## config.mk

```make
export PLATFORM = sky130hd
export DESIGN_NAME = mux_round_robin_arbiter_flat
export DESIGN_NICKNAME = d
export VERILOG_FILES = /design/src/rtl/mux_round_robin_arbiter_if.sv /design/src/rtl/mux_round_robin_arbiter.sv /design/src/flat_wrapper.sv
export SDC_FILE = /design/constraint.sdc
export NUM_CORES = 1
export LEC_CHECK = 0
export ABC_AREA = 1
export CORE_AREA = 5 5 69 59
export CTS_BUF_LIST = sky130_fd_sc_hd__clkbuf_4 sky130_fd_sc_hd__clkbuf_8 sky130_fd_sc_hd__clkbuf_16
export CTS_CLUSTER_DIAMETER = 80
export CTS_CLUSTER_SIZE = 30
export DETAILED_ROUTE_END_ITERATION = 12
export DIE_AREA = 0 0 74 64
export PLACE_DENSITY = 0.83
export SYNTH_ARGS = -nofsm -noshare
export SYNTH_HDL_FRONTEND = slang
export SYNTH_SLANG_ARGS = --single-unit
```

## constraint.sdc

```tcl
create_clock -name Clock_In -period 3.8 [get_ports Clock_In]
set_clock_uncertainty 0.15 [all_clocks]
set_input_delay 0.76 -clock Clock_In [delete_from_list [all_inputs] [get_ports Clock_In]]
set_output_delay 0.76 -clock Clock_In [all_outputs]
set_load 0.005 [all_outputs]
```

## src/rtl/mux_round_robin_arbiter_if.sv

```systemverilog
// rtl/mux_round_robin_arbiter_if.sv - requester-side and consumer-side signals of the shared mux
interface mux_round_robin_arbiter_if #(
  parameter int NUM_REQ    = 4,
  parameter int DATA_WIDTH = 8
);
  localparam int SEL_W = $clog2(NUM_REQ);

  logic [NUM_REQ-1:0]            Request_In;
  logic [NUM_REQ-1:0]            Last_In;
  logic [NUM_REQ*DATA_WIDTH-1:0] Data_In;
  logic [NUM_REQ-1:0]            Grant_Out;
  logic [SEL_W-1:0]              Select_Out;
  logic [DATA_WIDTH-1:0]         MUX_Data_Out;
  logic                          Valid_Out;

  modport slave (
    input  Request_In, Last_In, Data_In,
    output Grant_Out, Select_Out, MUX_Data_Out, Valid_Out
  );

  modport master (
    output Request_In, Last_In, Data_In,
    input  Grant_Out, Select_Out, MUX_Data_Out, Valid_Out
  );
endinterface

```

## src/rtl/mux_round_robin_arbiter.sv

```systemverilog
// rtl/mux_round_robin_arbiter.sv - round-robin burst arbiter steering a registered NUM_REQ:1 mux
module mux_round_robin_arbiter #(
  parameter int NUM_REQ    = 4,
  parameter int DATA_WIDTH = 8,
  parameter int MAX_HOLD   = 8
) (
  input  logic Clock_In,
  input  logic Reset_N_In,
  input  logic Enable_In,
  mux_round_robin_arbiter_if.slave bus
);
  localparam int SEL_W = $clog2(NUM_REQ);
  localparam int CNT_W = $clog2(MAX_HOLD + 1);

  typedef enum logic {IDLE, GRANT} state_t;

  state_t                state_q, state_d;
  logic [NUM_REQ-1:0]    grant_q, grant_d;
  logic [SEL_W-1:0]      select_q, select_d;
  logic [SEL_W-1:0]      ptr_q, ptr_d;
  logic [DATA_WIDTH-1:0] data_q, data_d;
  logic                  valid_q, valid_d;
  logic [CNT_W-1:0]      cnt_q, cnt_d;

  logic                  win_found;
  logic [SEL_W-1:0]      win_idx;
  logic                  owner_req;
  logic                  owner_last;
  logic [DATA_WIDTH-1:0] owner_data;

  // Scan starts just past the previous owner so it becomes lowest priority.
  always_comb begin
    win_found = 1'b0;
    win_idx   = '0;
    for (int i = 1; i <= NUM_REQ; i++) begin
      if (!win_found && bus.Request_In[(int'(ptr_q) + i) % NUM_REQ]) begin
        win_found = 1'b1;
        win_idx   = SEL_W'((int'(ptr_q) + i) % NUM_REQ);
      end
    end
  end

  assign owner_req  = bus.Request_In[select_q];
  assign owner_last = bus.Last_In[select_q];
  assign owner_data = bus.Data_In[int'(select_q)*DATA_WIDTH +: DATA_WIDTH];

  always_ff @(posedge Clock_In or negedge Reset_N_In) begin
    if (!Reset_N_In) begin
      state_q  <= IDLE;
      grant_q  <= '0;
      select_q <= '0;
      ptr_q    <= SEL_W'(NUM_REQ - 1);
      data_q   <= '0;
      valid_q  <= 1'b0;
      cnt_q    <= '0;
    end else begin
      state_q  <= state_d;
      grant_q  <= grant_d;
      select_q <= select_d;
      ptr_q    <= ptr_d;
      data_q   <= data_d;
      valid_q  <= valid_d;
      cnt_q    <= cnt_d;
    end
  end

  always_comb begin
    state_d  = state_q;
    grant_d  = grant_q;
    select_d = select_q;
    ptr_d    = ptr_q;
    data_d   = data_q;
    valid_d  = 1'b0;
    cnt_d    = cnt_q;
    unique case (state_q)
      IDLE: begin
        grant_d = '0;
        if (Enable_In && win_found) begin
          grant_d  = NUM_REQ'(1) << win_idx;
          select_d = win_idx;
          ptr_d    = win_idx;
          cnt_d    = '0;
          state_d  = GRANT;
        end
      end
      GRANT: begin
        if (Enable_In && owner_req) begin
          data_d  = owner_data;
          valid_d = 1'b1;
          cnt_d   = cnt_q + CNT_W'(1);
          // Final beat is still delivered on the releasing edge.
          if (owner_last || cnt_q == CNT_W'(MAX_HOLD - 1)) begin
            grant_d = '0;
            state_d = IDLE;
          end
        end else begin
          grant_d = '0;
          state_d = IDLE;
        end
      end
      default: begin
        grant_d = '0;
        state_d = IDLE;
      end
    endcase
  end

  assign bus.Grant_Out    = grant_q;
  assign bus.Select_Out   = select_q;
  assign bus.MUX_Data_Out = data_q;
  assign bus.Valid_Out    = valid_q;
endmodule
```

## src/flat_wrapper.sv

```systemverilog
// flat-port wrapper written by rule: the top's interface ports become plain ports
module mux_round_robin_arbiter_flat 
#(
  parameter int NUM_REQ    = 4,
  parameter int DATA_WIDTH = 8,
  parameter int MAX_HOLD   = 8
)
  (Clock_In, Reset_N_In, Enable_In, bus_Request_In, bus_Last_In, bus_Data_In, bus_Grant_Out, bus_Select_Out, bus_MUX_Data_Out, bus_Valid_Out);
  mux_round_robin_arbiter_if #(.NUM_REQ(NUM_REQ), .DATA_WIDTH(DATA_WIDTH)) bus_i ();
  input  logic Clock_In;
  input  logic Reset_N_In;
  input  logic Enable_In;
  input wire logic [$bits(bus_i.Request_In)-1:0] bus_Request_In;
  input wire logic [$bits(bus_i.Last_In)-1:0] bus_Last_In;
  input wire logic [$bits(bus_i.Data_In)-1:0] bus_Data_In;
  output wire logic [$bits(bus_i.Grant_Out)-1:0] bus_Grant_Out;
  output wire logic [$bits(bus_i.Select_Out)-1:0] bus_Select_Out;
  output wire logic [$bits(bus_i.MUX_Data_Out)-1:0] bus_MUX_Data_Out;
  output wire logic [$bits(bus_i.Valid_Out)-1:0] bus_Valid_Out;
  assign bus_i.Request_In = bus_Request_In;
  assign bus_i.Last_In = bus_Last_In;
  assign bus_i.Data_In = bus_Data_In;
  assign bus_Grant_Out = bus_i.Grant_Out;
  assign bus_Select_Out = bus_i.Select_Out;
  assign bus_MUX_Data_Out = bus_i.MUX_Data_Out;
  assign bus_Valid_Out = bus_i.Valid_Out;
  mux_round_robin_arbiter #(.NUM_REQ(NUM_REQ), .DATA_WIDTH(DATA_WIDTH), .MAX_HOLD(MAX_HOLD)) u_core (.Clock_In(Clock_In), .Reset_N_In(Reset_N_In), .Enable_In(Enable_In), .bus(bus_i));
endmodule
```

======== After elaboration in Yosys (flattened, before gate mapping) ========
Index checks and enable logic that the tools add are counted.
storage, ports and cells
  input bits .............................. 43
  register bits ........................... 22
  output and inout bits ................... 15
  word-level logic and storage cells ...... 81
cells by class
  bitwise logic cells ..................... 5
  equal/unequal tests ..................... 4
  muxes and demuxes ....................... 37
  order comparisons ....................... 5
  shift operators ......................... 2
  add/sub/neg operators ................... 5
  reduce and logical (&&, ||, !) cells .... 16
operator list
  cell                                                                      number
  32-bit by 6-bit variable part select with 8-bit output                    1
  4-bit 2-to-1 mux                                                          5
  1-bit 2-to-1 mux                                                          19
  3-bit by 4-bit < comparator with 1-bit output (second input constant)     4
  4-bit case mux with 2 select lines                                        2
  1-bit binary-select mux with 2-bit select                                 6
  2-bit 2-to-1 mux                                                          4
  2-bit OR reduction                                                        4
  2-bit AND reduction                                                       3
  1-bit logical AND                                                         5
  2-bit by 1-bit adder with 2-bit output (second input constant)            2
  2-bit adder (second input constant)                                       2
  4-bit by 1-bit adder with 4-bit output (second input constant)            1
  1-bit bitwise AND (first input constant)                                  4
  4-bit by 3-bit equality test with 1-bit output (second input constant)    1
  1-bit by 2-bit left shift with 4-bit output (first input constant)        1
  1-bit logical NOT                                                         3
  2-bit by 3-bit < comparator with 1-bit output (second input constant)     1
  3-bit inequality test (second input constant)                             1
  2-bit by 1-bit inequality test with 1-bit output (second input constant)  1
  2-bit inequality test (second input constant)                             1
  1-bit case mux with 2 select lines                                        1
  1-bit logical OR                                                          1
  1-bit NOT                                                                 1

======== Longest topological paths before layout ========
  depth after elaboration ................. 19
  gate-level depth with buffers ........... 13
  mapped depth without buffers ............ 12

======== Worst setup path before layout ========
Ideal clock, no wire load.
  path kind ............................... input-to-reg
  from .................................... in bus_Request_In[2]
  to ...................................... reg u_core.select_q[0], in the netlist u_core.bus.Select_Out[0]
  buffers on the path ..................... 0
  arrival time ............................ 1.553 ns
  stages on the path ...................... 10
  slack ................................... 1.965 ns
  setup time .............................. 0.132 ns
  required time ........................... 3.518 ns
  path through ............................ inv_1 nand2_4 nand3_1 nand2_1 nor2_4 nand3_4 nand2_4 inv_4 nand2_1 o21ai_1
on the way
  cells in the longest elaborated chain, start to end .. 15
  elaborated cells between the ends (all ways) .. 28
  those cells by class .................... mux: 20; reduce/logical: 8
ends and longest elaborated chain
  item                                                  line                           RTL
  from (decl)                                           flat_wrapper.sv:13             input wire logic [$bits(bus_i.Request_In)-1:0] bus_Request_In;
  1-bit binary-select mux with 2-bit select             mux_round_robin_arbiter.sv:36  if (!win_found && bus.Request_In[(int'(ptr_q) + i) % NUM_REQ]) begin
  1-bit 2-to-1 mux (implied by the code) (2 in series)  mux_round_robin_arbiter.sv:36
  1-bit 2-to-1 mux                                      mux_round_robin_arbiter.sv:36
  1-bit logical NOT                                     mux_round_robin_arbiter.sv:36
  1-bit logical AND                                     mux_round_robin_arbiter.sv:36
  1-bit 2-to-1 mux                                      mux_round_robin_arbiter.sv:36
  1-bit logical NOT                                     mux_round_robin_arbiter.sv:36
  1-bit logical AND                                     mux_round_robin_arbiter.sv:36
  1-bit 2-to-1 mux                                      mux_round_robin_arbiter.sv:36
  1-bit logical NOT                                     mux_round_robin_arbiter.sv:36
  1-bit logical AND                                     mux_round_robin_arbiter.sv:36
  1-bit 2-to-1 mux                                      mux_round_robin_arbiter.sv:36
  1-bit logical AND                                     mux_round_robin_arbiter.sv:78  if (Enable_In && win_found) begin
  2-bit AND reduction (no line)                         -
  to (signal assigned)                                  mux_round_robin_arbiter.sv:59  select_q <= select_d;
  to (decl)                                             mux_round_robin_arbiter.sv:19  logic [SEL_W-1:0] select_q, select_d;
Parallel ways exist; a longest one is shown, timed or not. The select of a mux whose other input is x is not followed.
A chain may end at the register's enable or synchronous reset.

======== Worst setup path in the final report ========
  from .................................... reg u_core.select_q[0], in the netlist u_core.bus.Select_Out[0]
  to ...................................... out bus_Select_Out[0]
RTL lines
  item       line                RTL
  to (decl)  flat_wrapper.sv:17  output wire logic [$bits(bus_i.Select_Out)-1:0] bus_Select_Out;
No word-level cell between the ends.

==> metrics.txt <==
Crit Path Max Fanout=24; final hold viol count=0; WP data arrival=1.69 ns; f_max=0.385 GHz; CP delay by family, top=flip-flops; DRT Wirelength=3970 um; Inserted Diodes=0; CTS clk-pin slew, worst paths=0.08 ns; relative slew slack=37.5%; postcts setup bufs=0; IR Drop Worst-Case VDD=0.446 mV; GRT overflow=0; overall die height=64 um; die area=4740 um^2; clock buffer depth=2; Synth Register Bits=22; H-tree Lvls=1; area grow syn2layout=43.0%; count of flip-flops with a built-in enable after synthesis=0; routed vias/inst=5.12; DR iter-0 viols=57; main area contributors after synthesis=dfrtp_1 (34%), nand2_1 (18%), o21ai_0 (5.7%); vias in the first global route=1559; sequential-to-total area share from yosys stat=37.2%; clk_lat worst skew=0.27 ns; end of the worst register-to-register path=u_core.bus.Grant_Out[2]; initial antenna violation count=0; GR Util All Layers=18.2%; initial core utilization=44.9%; CP max-delay cell=dfrtp_1; Post-Place Setup Slack=1.17 ns; PwrDens=704 nW/um^2; ys flop type=dfrtp_1; Post-synth top cells=nand2_1 (71), nor2_1 (22), dfrtp_1 (20), o21ai_0 (17), nand3_1 (13); WS Path Type=flip-flop to output port; FP Rows=19; Worst setup EP type=output port; CTS resizes=0; pin count of the biggest net entering global routing=25; layout cells sized above 1=10.2%; crit share post-route=68.4%; CTS Buf Count=3; # DRC=0; vias=1577; status=completed; final setup fails=0; Synth top area share=33.7%; die width=74 um; RSZ-0062 raised after global routing=no; worst path buffer plus inverter count=1; TritonCTS clock tree=done; library cells used by synthesis=28; netlist area before placement=1490 um^2; cts hold-fix bufs=0; Initial DRT Pass Iterations=4; final hold slack=0.333 ns; Pleak=0.00101 uW; Port Buffers=57; CTS Sinks=22; Startpoint Class=flip-flop; Finished Core Util=64.3%; gpl congestion=0.856; final max-slew violation count=0; Hold Path End=u_core.bus.MUX_Data_Out[6]; RR Startpoint=u_core.bus.Select_Out[0]; setup TNS=0 ns; WP data required=2.89 ns; Hold Path Depth=2; slew at the pin closest to its max-slew limit=0.934 ns; register-to-register setup slack=1.33 ns; Yosys warning count=0; asr flop ratio synth=100%; routed len/inst=12.9 um; Worst Setup Slack, final=1.20 ns; Min-Delay Path Class=flip-flop to flip-flop; CORE AREA=3300 um^2; Mean Syn Cell Area=7.01 um^2; placed wire-length estimate=3170 um; Min Clock Period, post-route=2.60 ns; Nets=311; most numerous cell in the Yosys netlist=nand2_1; first-pass GRT wire length=6870 um; Max-Cap Viols=0; R2R depth=7; largest area contributor in the netlist=dfrtp_1; Cells after Synth=212; worst-path cell chain=clkdlybuf4s50_1; CP peak stage delay=0.79 ns; Root Buffer=clkbuf_8; DRT antenna net count=0; hold_sp=u_core.bus.MUX_Data_Out[6]; io pins=58; Post-Syn Nets=256
## layout make-up
class | count | area (um^2)
fillers | 308 | 1180
flip-flops and latches | 22 | 553
clock buffers | 4 | 55.1
multi-input cells | 167 | 826
inverters | 16 | 67.6
repair buffers | 57 | 571
well taps | 42 | 52.6
## worst max path at each step
stage / start / to / slack [ns] / cells after the start
2_1_floorplan: bus_Request_In[2] / u_core.bus.Select_Out[0] / 1.97 / 10
3_3_place_gp: bus_Request_In[0] / u_core.cnt_q[1] / 1.26 / 7
3_5_place_dp: bus_Request_In[0] / u_core.bus.Grant_Out[2] / 1.17 / 6
4_1_cts: u_core.bus.Select_Out[0] / bus_Select_Out[0] / 1.19 / 1
5_1_grt: u_core.bus.Select_Out[0] / u_core.bus.Grant_Out[2] / 1.00 / 7
6_report: u_core.bus.Select_Out[0] / bus_Select_Out[0] / 1.20 / 1
## routing by layer
layer	track usage [%]	share of wire [%]	vias up
li1	-	-	799
met1	23.6	46	721
met2	29.1	46	51
met3	5.49	7.7	6
met4	4.98	1.2	0
met5	0	0	-
## metrics by stage
step / total power (uW) / cell area, um^2 / cells
finish: 1500 / 2120 / 308
global route: 1650 / 2120 / 308
CTS: 1500 / 2120 / 308
detailed placement: 1330 / 2070 / 304
global placement: 1310 / 2070 / 304
floorplan: 1030 / 1490 / 212
## where the power goes
part           switching (uW)  internal (uW)  total, uW
Sequential                116            334        450
Clock                    76.6           92.5        169
Combinational             500            376        876
## registers in the layout, indices dropped and copies added (netlist names)
signal / count
u_core.bus.MUX_Data_Out: 8
u_core.bus.Grant_Out: 4
u_core.cnt_q: 4
u_core.bus.Select_Out: 2
u_core.ptr_q: 2
u_core.bus.Valid_Out: 1
u_core.state_q: 1
## worst reg2reg max path: stages, from the launching register on
cell and delay [ns]:
dfrtp_1 0.79, clkinv_1 0.60, nand2_1 0.17, nand3_1 0.08, nand2_1 0.10, o21ai_1 0.13
nor3b_1 0.22, o21bai_1 0.15
## cell families after synthesis
kind of cell | after synthesis | share of synthesized area [%]
xor+xnor | 1 | 0.590
buf+inv | 23 | 7.16
flops | 22 | 37.2
fa+ha+maj | 1 | 0.842
compound gates | 39 | 14.2
simple gates | 126 | 40.0
## layout by cell type, fill, tap and decap left out, types with 2 or more instances in the layout
cell type,n
nand2_2,6
nor2_1,22
inv_2,4
o21ai_0,17
dfstp_2,2
nand2_1,71
inv_1,9
nand4_1,2
o21bai_1,2
nor3b_1,3
a21oi_1,4
clkbuf_8,4
clkdlybuf4s50_1,57
o22ai_1,8
nand2_4,5
o21ai_1,8
dfrtp_1,20
nand3_1,13
Note: power is estimated with default switching activity, not from simulation.
